`src/rtl/cpu_pkg.sv`:
```
// Shared CPU definitions: datapath width, load size encodings and the
// hard-wired zero register index.
package cpu_pkg;

  localparam int XLEN = 32;

  // Load size encodings carried down the pipeline with each load.
  // 2'b11 is not a legal size; consumers treat it as a word.
  localparam logic [1:0] LS_BYTE = 2'b00;
  localparam logic [1:0] LS_HALF = 2'b01;
  localparam logic [1:0] LS_WORD = 2'b10;

  // Architectural zero register: writes to it are dropped.
  localparam logic [4:0] REG_ZERO = 5'd0;

  typedef logic [4:0] reg_addr_t;

  // True when a write to rd actually changes architectural state.
  function automatic logic is_rf_target(input reg_addr_t rd);
    return rd != REG_ZERO;
  endfunction

endpackage

```
`src/rtl/load_align.sv`:
```
// Load formatter: picks the addressed byte/half out of an aligned memory
// word and sign- or zero-extends it to the datapath width.
module load_align
  import cpu_pkg::*;
#(
  parameter int XLEN = cpu_pkg::XLEN
) (
  input  logic [XLEN-1:0] i_data,
  input  logic [1:0]      i_off,
  input  logic [1:0]      i_size,
  input  logic            i_unsigned,
  output logic [XLEN-1:0] o_result
);

  logic [7:0]  w_byte;
  logic [15:0] w_half;
  logic        w_byte_ext;
  logic        w_half_ext;

  // Byte lane is selected by the full offset; the half lane only by off[1],
  // so a misaligned half offset silently rounds down.
  assign w_byte     = i_data[{i_off, 3'b000} +: 8];
  assign w_half     = i_data[{i_off[1], 4'b0000} +: 16];
  assign w_byte_ext = ~i_unsigned & w_byte[7];
  assign w_half_ext = ~i_unsigned & w_half[15];

  // Size mux; the unused 2'b11 encoding falls through to a full word.
  always_comb begin
    o_result = i_data;
    case (i_size)
      LS_BYTE: o_result = {{(XLEN-8){w_byte_ext}}, w_byte};
      LS_HALF: o_result = {{(XLEN-16){w_half_ext}}, w_half};
      default: o_result = i_data;
    endcase
  end

endmodule

```
`src/rtl/wb_stage.sv`:
```
// Write-back stage: MEM/WB pipeline register, load formatting, and the
// arbiter that merges long-latency (mul/div) results into the single
// register-file write port through a one-entry holding buffer.
//
// Long-latency handshake: a result transfers on any rising edge where
// ll_valid && ll_ready. ll_ready depends only on registered state (buffer
// occupancy and whether the pipeline owns the port this cycle), never on
// ll_valid, so there is no combinational loop through the producer.
module wb_stage
  import cpu_pkg::*;
#(
  parameter int XLEN         = cpu_pkg::XLEN,
  parameter int STARVE_LIMIT = 4,
  parameter int CNT_W        = 32
) (
  input  logic             clk,
  input  logic             reset_n,
  input  logic             mem_valid,
  input  logic             mem_reg_write,
  input  logic             mem_mem_to_reg,
  input  logic [4:0]       mem_rd,
  input  logic [XLEN-1:0]  mem_alu_result,
  input  logic [XLEN-1:0]  mem_load_data,
  input  logic [1:0]       mem_load_size,
  input  logic             mem_load_unsigned,
  input  logic             wb_stall,
  input  logic             wb_flush,
  input  logic             ll_valid,
  output logic             ll_ready,
  input  logic [4:0]       ll_rd,
  input  logic [XLEN-1:0]  ll_data,
  output logic             rf_we,
  output logic [4:0]       rf_addr,
  output logic [XLEN-1:0]  rf_wdata,
  output logic             ll_stall_req,
  output logic [CNT_W-1:0] instret
);

  // Starve counter saturates at STARVE_LIMIT, so it only needs to hold that.
  localparam int              SC_W     = $clog2(STARVE_LIMIT + 2);
  localparam logic [SC_W-1:0] SC_LIMIT = SC_W'(STARVE_LIMIT);

  // MEM/WB pipeline register
  logic            r_wb_valid;
  logic            r_wb_reg_write;
  logic            r_wb_mem_to_reg;
  reg_addr_t       r_wb_rd;
  logic [XLEN-1:0] r_wb_alu;
  logic [XLEN-1:0] r_wb_load_data;
  logic [1:0]      r_wb_size;
  logic            r_wb_unsigned;
  logic [1:0]      r_wb_off;
  logic            r_wb_done;

  // Long-latency holding buffer
  logic            r_buf_full;
  reg_addr_t       r_buf_rd;
  logic [XLEN-1:0] r_buf_data;
  logic [SC_W-1:0] r_starve_cnt;

  logic [CNT_W-1:0] r_instret;

  logic [XLEN-1:0] w_load_fmt;
  logic [XLEN-1:0] w_wb_result;
  logic            w_commit;
  logic            w_pipe_wr;
  logic            w_drain;
  logic            w_ll_take;
  logic            w_ll_keep;

  load_align #(
    .XLEN(XLEN)
  ) u_load_align (
    .i_data     (r_wb_load_data),
    .i_off      (r_wb_off),
    .i_size     (r_wb_size),
    .i_unsigned (r_wb_unsigned),
    .o_result   (w_load_fmt)
  );

  assign w_wb_result = r_wb_mem_to_reg ? w_load_fmt : r_wb_alu;

  // An instruction commits once: on its first cycle in WB. wb_done blocks
  // re-commits while the stage is stalled.
  assign w_commit  = r_wb_valid & ~r_wb_done;
  assign w_pipe_wr = w_commit & r_wb_reg_write & is_rf_target(r_wb_rd);

  // The pipeline always wins the port; the buffer uses any free cycle.
  assign w_drain   = r_buf_full & ~w_pipe_wr;
  assign ll_ready  = ~r_buf_full | w_drain;
  assign w_ll_take = ll_valid & ll_ready;
  // A result for x0 completes the handshake but is not worth buffering.
  assign w_ll_keep = w_ll_take & is_rf_target(ll_rd);

  assign ll_stall_req = r_buf_full & (r_starve_cnt >= SC_LIMIT);
  assign instret      = r_instret;

  // Write-port mux: pipeline commit, else buffer drain, else idle with zeros.
  always_comb begin
    rf_we    = 1'b0;
    rf_addr  = REG_ZERO;
    rf_wdata = '0;
    if (w_pipe_wr) begin
      rf_we    = 1'b1;
      rf_addr  = r_wb_rd;
      rf_wdata = w_wb_result;
    end else if (r_buf_full) begin
      rf_we    = 1'b1;
      rf_addr  = r_buf_rd;
      rf_wdata = r_buf_data;
    end
  end

  // MEM/WB register: flush beats capture, stall holds.
  always_ff @(posedge clk or negedge reset_n) begin
    if (!reset_n) begin
      r_wb_valid      <= 1'b0;
      r_wb_reg_write  <= 1'b0;
      r_wb_mem_to_reg <= 1'b0;
      r_wb_rd         <= REG_ZERO;
      r_wb_alu        <= '0;
      r_wb_load_data  <= '0;
      r_wb_size       <= LS_BYTE;
      r_wb_unsigned   <= 1'b0;
      r_wb_off        <= 2'b00;
    end else if (wb_flush) begin
      r_wb_valid <= 1'b0;
    end else if (!wb_stall) begin
      r_wb_valid      <= mem_valid;
      r_wb_reg_write  <= mem_reg_write;
      r_wb_mem_to_reg <= mem_mem_to_reg;
      r_wb_rd         <= mem_rd;
      r_wb_alu        <= mem_alu_result;
      r_wb_load_data  <= mem_load_data;
      r_wb_size       <= mem_load_size;
      r_wb_unsigned   <= mem_load_unsigned;
      r_wb_off        <= mem_alu_result[1:0];
    end
  end

  // wb_done marks a held instruction as already committed.
  always_ff @(posedge clk or negedge reset_n) begin
    if (!reset_n) begin
      r_wb_done <= 1'b0;
    end else if (wb_flush || !wb_stall) begin
      r_wb_done <= 1'b0;
    end else if (r_wb_valid) begin
      r_wb_done <= 1'b1;
    end
  end

  // Holding buffer: a new keepable result may refill it in the same cycle
  // it drains, which gives back-to-back throughput.
  always_ff @(posedge clk or negedge reset_n) begin
    if (!reset_n) begin
      r_buf_full <= 1'b0;
      r_buf_rd   <= REG_ZERO;
      r_buf_data <= '0;
    end else if (w_ll_keep) begin
      r_buf_full <= 1'b1;
      r_buf_rd   <= ll_rd;
      r_buf_data <= ll_data;
    end else if (w_drain) begin
      r_buf_full <= 1'b0;
    end
  end

  // Starve counter: cycles the buffered result has been denied the port.
  always_ff @(posedge clk or negedge reset_n) begin
    if (!reset_n) begin
      r_starve_cnt <= '0;
    end else if (!r_buf_full || w_drain) begin
      r_starve_cnt <= '0;
    end else if (r_starve_cnt < SC_LIMIT) begin
      r_starve_cnt <= r_starve_cnt + 1'b1;
    end
  end

  // Retired-instruction counter, wraps naturally at 2^CNT_W.
  always_ff @(posedge clk or negedge reset_n) begin
    if (!reset_n) begin
      r_instret <= '0;
    end else if (w_commit) begin
      r_instret <= r_instret + 1'b1;
    end
  end

endmodule

```
`config.mk`:
```
export PLATFORM = sky130hd
export DESIGN_NAME = wb_stage
export DESIGN_NICKNAME = d
export VERILOG_FILES = /design/src/rtl/cpu_pkg.sv /design/src/rtl/load_align.sv /design/src/rtl/wb_stage.sv
export SDC_FILE = /design/constraint.sdc
export NUM_CORES = 1
export LEC_CHECK = 0
export ABC_AREA = 1
export CAP_MARGIN = 20
export CORE_ASPECT_RATIO = 0.8
export CORE_MARGIN = 8
export CORE_UTILIZATION = 35
export CTS_CLUSTER_DIAMETER = 150
export DETAILED_ROUTE_END_ITERATION = 16
export HOLD_SLACK_MARGIN = 0.08
export PLACE_DENSITY = 0.6
export SYNTH_ARGS = -nofsm -noshare
export SYNTH_HDL_FRONTEND = slang
export SYNTH_SLANG_ARGS = --single-unit
```
`constraint.sdc`:
```
create_clock -name clk -period 2 [get_ports clk]
set_input_delay 0.4 -clock clk [delete_from_list [all_inputs] [get_ports clk]]
set_output_delay 0.4 -clock clk [all_outputs]
set_load 0.03 [all_outputs]
```
==> summary.log, run 1 <==
INFO  run_status     run_status=complete, but fails checks
INFO  run_status     failed_checks=setup timing
INFO  hold_path      class_of_the_tightest_hold_or_removal_check=reg2reg
INFO  clocking       clock_network_latency_to_the_later_pin_of_the_worst_skew_pair=0.42ns
INFO  worst_setup_path timing.critical_path.to_type=output pin
INFO  die            core=0.0222sqmm
INFO  clocking       numClockSinks=149
INFO  cells_and_area post-route-cell-area=0.0120sqmm
INFO  synthesis      synth-edff-count=0
INFO  routing        avgRoutedWirePerCell=16.9microns
INFO  routing        post-route-drc-count=0
INFO  synthesis      netlist-cell-type-count=32
INFO  power_and_ir_drop p_leak=5.74nW
INFO  synthesis      yosys.area.top_type_share=47.7%
INFO  worst_setup_path arrival=1.99ns
INFO  synthesis      mappedNetlistNets=1,208
INFO  clocking       cts_tree=built
INFO  synthesis      async_flop_share=100%
INFO  worst_setup_path r2r_cells=11
INFO  routing        ant_nets=0
INFO  die            die_area=0.0274sqmm
INFO  cells_and_area finalCoreUtilization=54.1%
INFO  timing         max_slew_headroom=66.4%
INFO  placement      gpl.final_weighted_congestion=0.911
INFO  worst_setup_path timing.critical_path.required=1.60ns
INFO  clocking       tritoncts.num_buffers=17
INFO  synthesis      portion_of_the_post_synthesis_area_used_by_sequential_elements=47.7%
INFO  timing         setup_failing_eps_final=39
INFO  routing        vias=7,784
INFO  clocking       path_clk_slew=0.06ns
INFO  die            floorplan.initialDensity=35.2%
INFO  die            placementRows=49
INFO  worst_setup_path r2r_setup_slack=0.20ns
INFO  synthesis      syn_area=0.00782sqmm
INFO  synthesis      synth_seq_cells=149
INFO  worst_setup_path critical_path.max_fanout=8
INFO  clocking       cts_root_buffer=sky130_fd_sc_hd__clkbuf_16
INFO  placement      dp_hpwl=20.7mm
INFO  flow_run       drv.max_cap_violation_count=0
INFO  global_routing number_of_antenna_violations_at_the_first_check_in_global_routing=0
INFO  synthesis      mean_post_synth_cell_area=7.18squm
INFO  worst_setup_path timing.setup.critical_path_class=reg2out
INFO  clocking       cts_max_level=4
INFO  timing         min_period_over_period=120%
INFO  worst_setup_path regToRegEndpoint=r_buf_data[22]
INFO  timing         tightest_slew=0.504ns
INFO  placement      placed_insts=1,584
INFO  global_routing grt_start_max_net_pins=66
INFO  global_routing grt_pass1_vias=7,870
INFO  power_and_ir_drop power_density=791mW/mm^2
INFO  cells_and_area diode_count=0
INFO  timing         post-route-worst-setup-slack=-0.391ns
INFO  synthesis      post_synth_inst_count=1,089
INFO  global_routing global_route.usage.total=20.3%
INFO  cells_and_area finish.cell_count_without_fillers=1,630
INFO  worst_setup_path regToRegStartpoint=r_wb_done
INFO  clocking       clock_path_buffers=2
INFO  die            die_height=150microns
INFO  timing         final.min_clock_period=2.39ns
INFO  routing        drtIter0Drc=511
INFO  routing        totalWireLength=27.6mm
INFO  synthesis      synth.yosys.warnings=0
INFO  timing         rsz0062_at_grt=yes
INFO  power_and_ir_drop power_total=9.50mW
INFO  timing         fmaxAchievable=418MHz
INFO  global_routing gr-total-overflow=0
INFO  timing         finalClockSkew=0.00889ns
INFO  synthesis      synth.top_cells.by_area=sky130_fd_sc_hd__dfrtp_1 48%, sky130_fd_sc_hd__nand2_1 23%, sky130_fd_sc_hd__inv_1 4.8%, sky130_fd_sc_hd__o21ai_0 4.7%, sky130_fd_sc_hd__a21oi_1 3.2%
INFO  timing         finalHoldViolCount=0
INFO  routing        vias_per_cell=4.78
INFO  die            ios=189
INFO  worst_setup_path critical_path.startpoint_type=flip-flop
INFO  synthesis      synth_top_area_cell=sky130_fd_sc_hd__dfrtp_1
INFO  routing        drt-pass1-iter-count=6
INFO  placement      placement.cell_area=0.0105sqmm
INFO  worst_setup_path timing.critical_path.to=rf_wdata[26]
INFO  global_routing first_pass_grt_wire_length=43.4mm
INFO  synthesis      synthFlopType=sky130_fd_sc_hd__dfrtp_1
INFO  worst_setup_path critPathLaunch=r_wb_size[0]
INFO  timing         maxSlewViolCount=0
INFO  cells_and_area finish.net_count=1,430
INFO  cells_and_area post_route_cells_drive_above_1_share=20.8%
INFO  placement      placement.io_buffers=188
INFO  hold_path      hold_path_depth=2
INFO  power_and_ir_drop max-vdd-ir-drop=0.568mV
INFO  die            die_width=183microns
INFO  cells_and_area syn_to_final_growth=53.5%
INFO  timing         final.setup.tns=-13.30ns
==> what timing repair did <==
item | CTS | global route
hold buffers | 1 | 0
pin swaps | 19 | 26
hold endpoints to repair | 43 | 0
gates resized for setup | 129 | 113
buffers inserted | 6 | 1
endpoints found under the setup margin | 46 | 49
cloned | 1 | 5
==> worst max-delay path, cell delays in order, from the launching register on <==
cell and delay [ns]:
sky130_fd_sc_hd__dfrtp_1 0.40, sky130_fd_sc_hd__inv_2 0.09, sky130_fd_sc_hd__nand2_4 0.07, sky130_fd_sc_hd__nor2_4 0.09
sky130_fd_sc_hd__nand2_2 0.07, sky130_fd_sc_hd__buf_6 0.12, sky130_fd_sc_hd__nand3_4 0.09, sky130_fd_sc_hd__nand3_4 0.13
sky130_fd_sc_hd__buf_12 0.19, sky130_fd_sc_hd__nand2_2 0.06, sky130_fd_sc_hd__nand2_2 0.05, sky130_fd_sc_hd__nand2_2 0.09
sky130_fd_sc_hd__buf_12 0.12
==> cells in the final DEF, fill, tap and decap left out, types with 23 or more instances in the layout <==
master / netlist / layout
sky130_fd_sc_hd__nand2_1: 471 / 386
sky130_fd_sc_hd__a21oi_1: 50 / 36
sky130_fd_sc_hd__buf_12: 0 / 31
sky130_fd_sc_hd__buf_4: 2 / 36
sky130_fd_sc_hd__buf_6: 6 / 29
sky130_fd_sc_hd__clkdlybuf4s50_1: 0 / 131
sky130_fd_sc_hd__nand2_2: 3 / 57
sky130_fd_sc_hd__nand3_1: 25 / 23
sky130_fd_sc_hd__dfrtp_1: 149 / 147
sky130_fd_sc_hd__inv_1: 100 / 96
sky130_fd_sc_hd__nand2_4: 0 / 31
sky130_fd_sc_hd__o21ai_1: 40 / 41
sky130_fd_sc_hd__o21ai_0: 73 / 62
sky130_fd_sc_hd__nor2_1: 63 / 60
==> per-stage QoR <==
| stage | hold WS [ns] | setup WS [ns] |
|---|---|---|
| final | 0.472 | -0.391 |
| after global routing | 0.500 | -0.491 |
| after CTS | 0.476 | -0.416 |
| after detailed placement | 0.384 | -0.177 |
| after global placement | 0.378 | -0.225 |
| after floorplan | 0.104 | 0.0195 |
==> report_power, final <==
| group | total [mW] | leakage, nW | switching (mW) | internal [mW] |
|---|---|---|---|---|
| registers | 3.60 | 1.88 | 0.257 | 3.34 |
| logic | 2.66 | 3.58 | 1.50 | 1.16 |
| clock network | 3.24 | 0.280 | 1.36 | 1.88 |
| total | 9.50 | 5.74 | 3.11 | 6.38 |
==> Yosys cell counts, drive strengths merged, types with 2 or more instances <==
cell type  instances
a21oi             50
buf               23
clkbuf            26
dfrtp            149
ha                 2
inv              107
nand2            474
nand3             27
nand3b             8
nand4             11
nor2              66
nor3               5
o211ai             6
o21ai            116
xnor2              6
xor2               9
==> how the worst min path moves through the flow <==
stage	slack (ns)	startpoint	to
floorplan	0.10	reset_n	instret[0]
global placement	0.38	reset_n	r_buf_data[2]
detailed placement	0.38	reset_n	r_buf_data[0]
CTS	0.48	r_wb_alu[7]	r_wb_alu[7]
global route	0.50	r_wb_alu[2]	r_wb_alu[2]
finish	0.47	r_wb_alu[6]	r_wb_alu[6]
==> routing by layer <==
layer | vias to the layer above | wire (microns) | track usage (%)
met5 | - | 36 | 0
met3 | 45 | 2330 | 6.84
li1 | 3854 | - | -
met4 | 2 | 797 | 6.90
met2 | 260 | 11500 | 29.3
met1 | 3623 | 12900 | 27.9
==> layout make-up <==
| class | instances | area (sq um) |
|---|---|---|
| sequential | 149 | 3730 |
| clock inverter | 14 | 149 |
| multi-input combinational | 783 | 3990 |
| timing repair buffer | 252 | 2890 |
| clock buffer | 18 | 439 |
| tap | 306 | 383 |
| fill | 2136 | 10200 |
| inverter | 108 | 420 |
==> logic make-up after synthesis <==
family          count (synthesis)  synth area share [%]
simple gates                  593                  30.5
compound gates                173                  11.4
buf+inv                       157                  8.43
flops                         149                  47.7
xor+xnor                       15                  1.68
fa+ha+maj                       2                 0.320
No activity file was read; power rests on OpenSTA's default activity.
==> inputs of run 2 (changes only) <==
--- a/config.mk
+++ b/config.mk
@@ -9,11 +9,11 @@
 export CAP_MARGIN = 20
 export CORE_ASPECT_RATIO = 0.8
 export CORE_MARGIN = 8
-export CORE_UTILIZATION = 35
+export CORE_UTILIZATION = 28
 export CTS_CLUSTER_DIAMETER = 150
 export DETAILED_ROUTE_END_ITERATION = 16
 export HOLD_SLACK_MARGIN = 0.08
-export PLACE_DENSITY = 0.6
+export PLACE_DENSITY = 0.5
 export SYNTH_ARGS = -nofsm -noshare
 export SYNTH_HDL_FRONTEND = slang
 export SYNTH_SLANG_ARGS = --single-unit
==> constraint.sdc (replaced) <==
create_clock -name clk -period 2.29 [get_ports clk]
set_input_delay 0.458 -clock clk [delete_from_list [all_inputs] [get_ports clk]]
set_output_delay 0.458 -clock clk [all_outputs]
set_load 0.03 [all_outputs]
==> run 2 against run 1 <==
Effect of this change:
- the run still ends with setup timing left
- utilization shrank 11 points
- via count shrank 3.0%
- final cell count grew 2.5%
- clock power shrank 6%
- first-iteration DRC count grew 13%
==> summary.log, run 2 (synthesis results as in run 1) <==
INFO  run_status     run_status=complete, but fails checks
INFO  run_status     failed_checks=setup timing
INFO  placement      gpl.final_weighted_congestion=0.858 [-5.8%]
INFO  clocking       cts_max_level=4 [unchanged]
INFO  global_routing number_of_antenna_violations_at_the_first_check_in_global_routing=3 [+3]
INFO  worst_setup_path critical-path-slowest-cell=sky130_fd_sc_hd__dfrtp_2
INFO  cells_and_area filler_cell_count=2,836 [+33%]
INFO  timing         min_period_over_period=109%
INFO  clocking       clock_network_latency_to_the_later_pin_of_the_worst_skew_pair=0.43ns [about the same]
INFO  routing        vias=7,553 [-3.0%]
INFO  worst_setup_path timing.critical_path.required=1.83ns [+0.23 ns]
INFO  placement      placement.io_buffers=188 [unchanged]
INFO  die            die_height=165microns [+11%]
INFO  flow_run       drv.max_cap_violation_count=0 [unchanged]
INFO  routing        ant_nets=0 [unchanged]
INFO  routing        totalWireLength=29.8mm [+8.0%]
INFO  timing         fmaxAchievable=402MHz
INFO  cells_and_area most-common-layout-cells=393 x sky130_fd_sc_hd__nand2_1, 146 x sky130_fd_sc_hd__clkdlybuf4s50_1, 145 x sky130_fd_sc_hd__dfrtp_1, 98 x sky130_fd_sc_hd__inv_1, 66 x sky130_fd_sc_hd__o21ai_0
INFO  worst_setup_path arrival=2.03ns [+0.04 ns]
INFO  routing        drtIter0Drc=579 [+13%]
INFO  timing         maxSlewViolCount=0 [unchanged]
INFO  clocking       numClockSinks=149 [unchanged]
INFO  global_routing gr-total-overflow=0 [unchanged]
INFO  global_routing grt_start_max_net_pins=54 [-18%]
INFO  die            ios=189 [unchanged]
INFO  cells_and_area post_route_cells_drive_above_1_share=18.8% [-2.1 points]
INFO  die            core=0.0274sqmm [+23%]
INFO  cells_and_area final_common_cell=sky130_fd_sc_hd__nand2_1
INFO  cells_and_area syn_to_final_growth=49.5%
INFO  clocking       tritoncts.num_buffers=17 [unchanged]
INFO  power_and_ir_drop share_seq_of_total_power=37.9% [about the same]
INFO  clocking       path_clk_slew=0.06ns [about the same]
INFO  timing         finalClockSkew=0.00845ns [-0.000436 ns]
INFO  routing        post-route-drc-count=0 [unchanged]
INFO  worst_setup_path timing.critical_path.to_type=output pin
INFO  die            die_width=203microns [+11%]
INFO  worst_setup_path timing.setup.critical_path_class=reg2out
INFO  cells_and_area finalCoreUtilization=42.7% [-11 points]
INFO  worst_setup_path critical_path_buf_inv_count=4 [unchanged]
INFO  timing         setup_failing_eps_final=38 [-2.6%]
INFO  clocking       cts_tree=built
INFO  routing        avgRoutedWirePerCell=17.8microns [+5.3%]
INFO  timing         final.min_clock_period=2.49ns
INFO  power_and_ir_drop switching_share=31.9% [-0.87 points]
INFO  worst_setup_path crit_family=simple AND/OR/NAND/NOR gates
INFO  global_routing first_pass_grt_wire_length=45.8mm [+5.6%]
INFO  timing         tightest_slew=0.594ns [+0.0897 ns]
INFO  worst_setup_path crit_chain=nor2_8 -> inv_4 -> nor2_4 -> nand2_4 -> buf_12 -> nand2_8 -> inv_6 -> nand2_1 -> nand2_2 -> buf_12
INFO  worst_setup_path path_common_cell=sky130_fd_sc_hd__buf_12
INFO  die            floorplan.initialDensity=28.6% [-6.7 points]
INFO  power_and_ir_drop internal-power=5.70mW [-11%]
INFO  power_and_ir_drop p_leak=5.37nW [-6.4%]
INFO  power_and_ir_drop power.combinational.fraction=25.6% [-2.4 points]
INFO  global_routing global_route.usage.total=17.9% [-2.4 points]
INFO  die            die_area=0.0336sqmm [+22%]
INFO  global_routing grt_pass1_vias=7,498 [-4.7%]
INFO  power_and_ir_drop power_switching=2.67mW [-14%]
INFO  timing         fin_worst_hold_slack=0.475ns [+0.00249 ns]
INFO  placement      pre_cts_slack=0.0690ns [+0.246 ns]
INFO  placement      dp_hpwl=22.0mm [+6.4%]
INFO  power_and_ir_drop clockPowerShare=36.4% [+2.3 points]
INFO  clocking       clock_path_buffers=2 [unchanged]
INFO  timing         max_slew_headroom=60.4% [-6.0 points]
INFO  timing         final.setup.tns=-6.09ns [+7.22 ns]
INFO  worst_setup_path cpPeakStageDelay=0.44ns [+0.04 ns]
INFO  power_and_ir_drop power_density=716mW/mm^2 [-9.5%]
INFO  worst_setup_path critical_path.max_fanout=9 [+1]
INFO  timing         post-route-worst-setup-slack=-0.198ns [+0.193 ns]
INFO  worst_setup_path critical_path.startpoint_type=flip-flop
INFO  timing         finalHoldViolCount=0 [unchanged]
INFO  power_and_ir_drop max-vdd-ir-drop=0.540mV [-4.9%]
INFO  routing        vias_per_cell=4.52 [-5.3%]
INFO  cells_and_area finish.net_count=1,412 [-1.3%]
INFO  clocking       cts_root_buffer=sky130_fd_sc_hd__clkbuf_16
INFO  die            placementRows=54 [+10%]
INFO  timing         rsz0062_at_grt=yes
INFO  routing        drt-pass1-iter-count=5 [-1]
INFO  hold_path      class_of_the_tightest_hold_or_removal_check=reg2reg
run 2: changes by cell type in the layout (fill, tap and decap cells not counted), moves of 3 or more:
cell                              delta
sky130_fd_sc_hd__dlymetal6s2s_1      -9
sky130_fd_sc_hd__dlygate4sd2_1       -6
sky130_fd_sc_hd__clkdlybuf4s50_1    +15
sky130_fd_sc_hd__buf_6              -20
sky130_fd_sc_hd__o21ai_0             +4
sky130_fd_sc_hd__nand2_1             +7
sky130_fd_sc_hd__nand2_4            -12
sky130_fd_sc_hd__o21ai_2             -5
sky130_fd_sc_hd__nand2_2             +4
sky130_fd_sc_hd__inv_6               -3
sky130_fd_sc_hd__clkbuf_16           -5
sky130_fd_sc_hd__a21oi_4             -3
sky130_fd_sc_hd__a21oi_2             +4
run 2: timing repair:
item	in CTS	in global routing
setup endpoints to repair	39	40
resized for setup	132	39
setup buffers	8	2
pin swaps	21	13
endpoints found under the hold margin	49	0
hold buffers	1	0
cloned	6	1
run 2: worst reg2reg max path: cells and delay by family, from the launching register on:
kind,cells,cell delay (ns)
buf+inv,1,0.30
simple gates,8,1.05
flops,1,0.44
run 2: final cells by class:
class | instances | area, sq um | share of cell area (%)
Multi-Input combinational cell | 783 | 3860 | 33.0
Sequential cell | 149 | 3730 | 31.9
Timing Repair Buffer | 229 | 2530 | 21.6
Clock buffer | 20 | 457 | 3.91
Tap cell | 364 | 455 | 3.90
Inverter | 108 | 424 | 3.63
Clock inverter | 12 | 175 | 1.50
Timing Repair inverter | 5 | 56.3 | 0.482
Antenna cell | 1 | 2.50 | 0.0214
run 2: power groups by stage:
stage	logic [mW]	clock network [mW]	registers [mW]
5_1_grt	2.34	3.24	3.21
6_report	2.15	3.05	3.17
3_3_place_gp	1.91	0	3.20
3_5_place_dp	1.92	0	3.20
4_1_cts	2.12	3.12	3.16
2_1_floorplan	0.930	0	3.17
run 2: through the flow:
| step | total power, mW | cell area (sq um) | std cells |
|---|---|---|---|
| 6_report | 8.37 | 11700 | 1671 |
| 4_1_cts | 8.40 | 11600 | 1669 |
| 3_5_place_dp | 5.12 | 10400 | 1622 |
| 5_1_grt | 8.78 | 11700 | 1670 |
| 2_1_floorplan | 4.11 | 7820 | 1089 |
| 3_3_place_gp | 5.11 | 10400 | 1622 |
run 2: final timing paths:
path / start / endpoint / slack, ns / cells after the start
setup / recovery: r_wb_done / rf_wdata[10] / -0.20 / 10
hold / removal: r_wb_alu[2] / r_wb_alu[2] / 0.47 / 2
setup reg to reg: r_wb_done / instret[16] / 0.40 / 9
hold reg to reg: r_wb_alu[2] / r_wb_alu[2] / 0.47 / 2
max in group asynchronous: reset_n / r_wb_alu[0] / 1.00 / 3
min in group asynchronous: reset_n / r_wb_load_data[9] / 0.58 / 2
run 2: layer usage:
layer  vias to the layer above  global-route usage, %  share of wire, %  routed length [microns]
li1                       3814                      -                 -                        -
met1                      3499                   25.2                49                    14600
met2                       206                   26.2                43                    12700
met3                        30                   5.60               6.8                     2030
met4                         4                   4.41               1.5                      445
met5                         -                      0             0.067                       20
==> inputs of run 3 (changes only) <==
--- a/config.mk
+++ b/config.mk
@@ -12,6 +12,7 @@
 export CORE_UTILIZATION = 28
 export CTS_CLUSTER_DIAMETER = 150
 export DETAILED_ROUTE_END_ITERATION = 16
+export GPL_TIMING_DRIVEN = 0
 export HOLD_SLACK_MARGIN = 0.08
 export PLACE_DENSITY = 0.5
 export SYNTH_ARGS = -nofsm -noshare
==> run 3 against run 2 <==
Effect of this change:
- the run still ends with setup timing left
- register-to-register slack worse by 0.04 ns
- worst setup slack improved by 0.012 ns
- first-iteration DRC count is 17% lower
- count of clock-buffer cells in the layout increased by 5
- highest routed layer unchanged
==> summary.log, run 3 (synthesis results as in run 1) <==
INFO  timing         final.min_clock_period=2.48ns [-0.0123 ns]
INFO  worst_setup_path crit_family=simple AND/OR/NAND/NOR gates
INFO  global_routing first_pass_grt_wire_length=45.5mm [-0.57%]
INFO  power_and_ir_drop p_leak=5.29nW [-1.5%]
INFO  placement      gpl.final_weighted_congestion=0.877 [+2.3%]
INFO  die            placementRows=54 [unchanged]
INFO  global_routing grt_start_max_net_pins=79 [+46%]
INFO  placement      pre_cts_slack=-0.698ns [-0.767 ns]
INFO  hold_path      min-delay-start=r_wb_alu[3]
INFO  die            die_area=0.0336sqmm [unchanged]
INFO  cells_and_area most-common-layout-cells=415 x sky130_fd_sc_hd__nand2_1, 148 x sky130_fd_sc_hd__clkdlybuf4s50_1, 147 x sky130_fd_sc_hd__dfrtp_1, 98 x sky130_fd_sc_hd__inv_1, 61 x sky130_fd_sc_hd__nor2_1
INFO  worst_setup_path critical_path_buf_inv_count=4 [unchanged]
INFO  timing         setup_failing_eps_final=37 [-2.6%]
INFO  worst_setup_path timing.setup.critical_path_class=reg2out
INFO  timing         rsz0062_at_grt=yes
INFO  cells_and_area syn_to_final_growth=46.7%
INFO  worst_setup_path arrival=2.02ns [about the same]
INFO  routing        vias_per_cell=4.55 [+0.71%]
INFO  clocking       cts_tree=built
INFO  timing         maxSlewViolCount=0 [unchanged]
INFO  global_routing gr-total-overflow=0 [unchanged]
INFO  cells_and_area finish.net_count=1,438 [+1.8%]
INFO  routing        post-route-drc-count=0 [unchanged]
INFO  worst_setup_path r2r_setup_slack=0.36ns [-0.04 ns]
INFO  die            die_width=203microns [unchanged]
INFO  worst_setup_path crit_chain=nor2_8 -> inv_4 -> nor2_4 -> nand2_4 -> buf_12 -> buf_12 -> a21oi_2 -> nand2_1 -> nand2_2 -> buf_6
INFO  cells_and_area post_route_cells_drive_above_1_share=18.2% [-0.56 points]
INFO  global_routing global_route.usage.total=17.9% [unchanged]
INFO  cells_and_area finalCoreUtilization=41.9% [-0.79 points]
INFO  worst_setup_path r2r_cells=9 [unchanged]
INFO  worst_setup_path critical_path.max_fanout=10 [+1]
INFO  timing         finalClockSkew=0.0102ns [+0.00174 ns]
INFO  power_and_ir_drop power_density=689mW/mm^2 [-3.8%]
INFO  placement      placement.cell_area=0.0102sqmm [-2.1%]
INFO  clocking       clock_path_buffers=2 [unchanged]
INFO  clocking       path_clk_slew=0.06ns [about the same]
INFO  placement      dp_hpwl=22.7mm [+3.1%]
INFO  timing         tightest_slew=0.604ns [+0.00969 ns]
INFO  cells_and_area post-route-cell-area=0.0115sqmm [-1.9%]
INFO  die            floorplan.initialDensity=28.6% [unchanged]
INFO  routing        totalWireLength=29.8mm [+0.25%]
INFO  routing        avgRoutedWirePerCell=17.6microns [-1.1%]
INFO  die            ios=189 [unchanged]
INFO  worst_setup_path path_common_cell=sky130_fd_sc_hd__buf_12
INFO  timing         fmaxAchievable=404MHz [+0.50%]
INFO  placement      placed_insts=1,642 [+1.2%]
INFO  worst_setup_path timing.critical_path.to_type=output pin
INFO  run_status     run_status=complete, but fails checks
INFO  worst_setup_path critical-path-slowest-cell=sky130_fd_sc_hd__dfrtp_2
INFO  clocking       cts_root_buffer=sky130_fd_sc_hd__clkbuf_16
INFO  hold_path      min_to=r_wb_alu[3]
INFO  timing         post-route-worst-setup-slack=-0.186ns [+0.0123 ns]
INFO  placement      placement.io_buffers=188 [unchanged]
INFO  clocking       numClockSinks=149 [unchanged]
INFO  clocking       clock_network_latency_to_the_later_pin_of_the_worst_skew_pair=0.44ns [about the same]
INFO  worst_setup_path regToRegStartpoint=instret[1]
INFO  die            die_height=165microns [unchanged]
INFO  die            core=0.0274sqmm [unchanged]
INFO  cells_and_area diode_count=0 [-1]
INFO  power_and_ir_drop power_total=7.91mW [-5.5%]
INFO  run_status     failed_checks=setup timing
INFO  timing         fin_worst_hold_slack=0.476ns [+0.00132 ns]
INFO  cells_and_area final_common_cell=sky130_fd_sc_hd__nand2_1
INFO  clocking       tritoncts.num_buffers=17 [unchanged]
INFO  timing         max_slew_headroom=59.8% [-0.65 points]
INFO  routing        drtIter0Drc=478 [-17%]
INFO  routing        vias=7,711 [+2.1%]
INFO  hold_path      hold_path_depth=2 [unchanged]
INFO  power_and_ir_drop max-vdd-ir-drop=0.526mV [-2.7%]
INFO  flow_run       drv.max_cap_violation_count=0 [unchanged]
INFO  timing         final.setup.tns=-4.42ns [+1.67 ns]
INFO  hold_path      class_of_the_tightest_hold_or_removal_check=reg2reg
INFO  timing         min_period_over_period=108% [-0.54 points]
INFO  global_routing number_of_antenna_violations_at_the_first_check_in_global_routing=4 [+1]
INFO  cells_and_area finish.cell_count_without_fillers=1,694 [+1.4%]
INFO  routing        ant_nets=0 [unchanged]
INFO  worst_setup_path critical_path.startpoint_type=flip-flop
INFO  routing        drt-pass1-iter-count=5 [unchanged]
INFO  clocking       cts_max_level=4 [unchanged]
INFO  worst_setup_path logic_depth_of_the_worst_setup_path_including_buffers=10 [unchanged]
INFO  global_routing grt_pass1_vias=7,784 [+3.8%]
INFO  worst_setup_path timing.critical_path.required=1.83ns [about the same]
INFO  timing         finalHoldViolCount=0 [unchanged]
INFO  worst_setup_path cpPeakStageDelay=0.44ns [about the same]
INFO  worst_setup_path regToRegEndpoint=instret[24]
-- run 3: cell count changes in the layout (fill, tap and decap cells not counted), moves of 8 or more --
cell                       before  now
sky130_fd_sc_hd__clkbuf_1       1   19
sky130_fd_sc_hd__nand2_2       61   53
sky130_fd_sc_hd__nand2_4       19    6
sky130_fd_sc_hd__nand2_1      393  415
sky130_fd_sc_hd__buf_6          9   43
sky130_fd_sc_hd__buf_12        31    3
sky130_fd_sc_hd__a21oi_1       35   27
sky130_fd_sc_hd__buf_2          0    9
sky130_fd_sc_hd__clkbuf_2       0    8
sky130_fd_sc_hd__buf_4         38   24
-- run 3: repair_timing --
action	CTS	global route
resized for setup	393	61
pin swaps	32	27
buffers inserted	14	3
gates cloned	4	1
hold buffers	1	0
endpoints found under the setup margin	49	48
endpoints found under the hold margin	71	0
-- run 3: layer usage --
metal / part of all wire, % / GRT usage, % / vias up
met2: 41 / 25.5 / 200
li1: - / - / 3873
met5: 0.17 / 0 / -
met4: 1.7 / 4.87 / 8
met1: 51 / 25.9 / 3595
met3: 6.2 / 5.03 / 35
-- run 3: worst max path at each step --
stage	from	end	slack [ns]
2_1_floorplan	r_wb_done	rf_addr[0]	0.25
3_3_place_gp	reset_n	r_buf_data[24]	-5.88
3_5_place_dp	r_wb_rd[4]	rf_wdata[14]	-0.70
4_1_cts	r_wb_done	rf_wdata[18]	-0.19
5_1_grt	r_wb_alu[1]	rf_wdata[23]	-0.25
6_report	r_wb_done	rf_wdata[18]	-0.19
-- run 3: area by class of cell --
type / count / area, sq um
clock buffers: 25 / 485
plain buffers: 49 / 369
fillers: 2900 / 15900
inverters: 108 / 423
clock inverters: 5 / 50.0
flip-flops and latches: 149 / 3730
multi-input cells: 783 / 3820
well taps: 364 / 455
repair buffers: 211 / 2140
-- run 3: report_power, final --
part           internal [mW]  total (mW)  switching, mW
combinational          0.845        2.12           1.28
sequential              2.92        3.14          0.220
clock                   1.56        2.65           1.09
-- run 3: worst min-delay path: cells and delay by family (launching register included) --
kind	cells	cell delay, ns
flip-flops	1	0.34
AND/OR/NAND/NOR	2	0.10
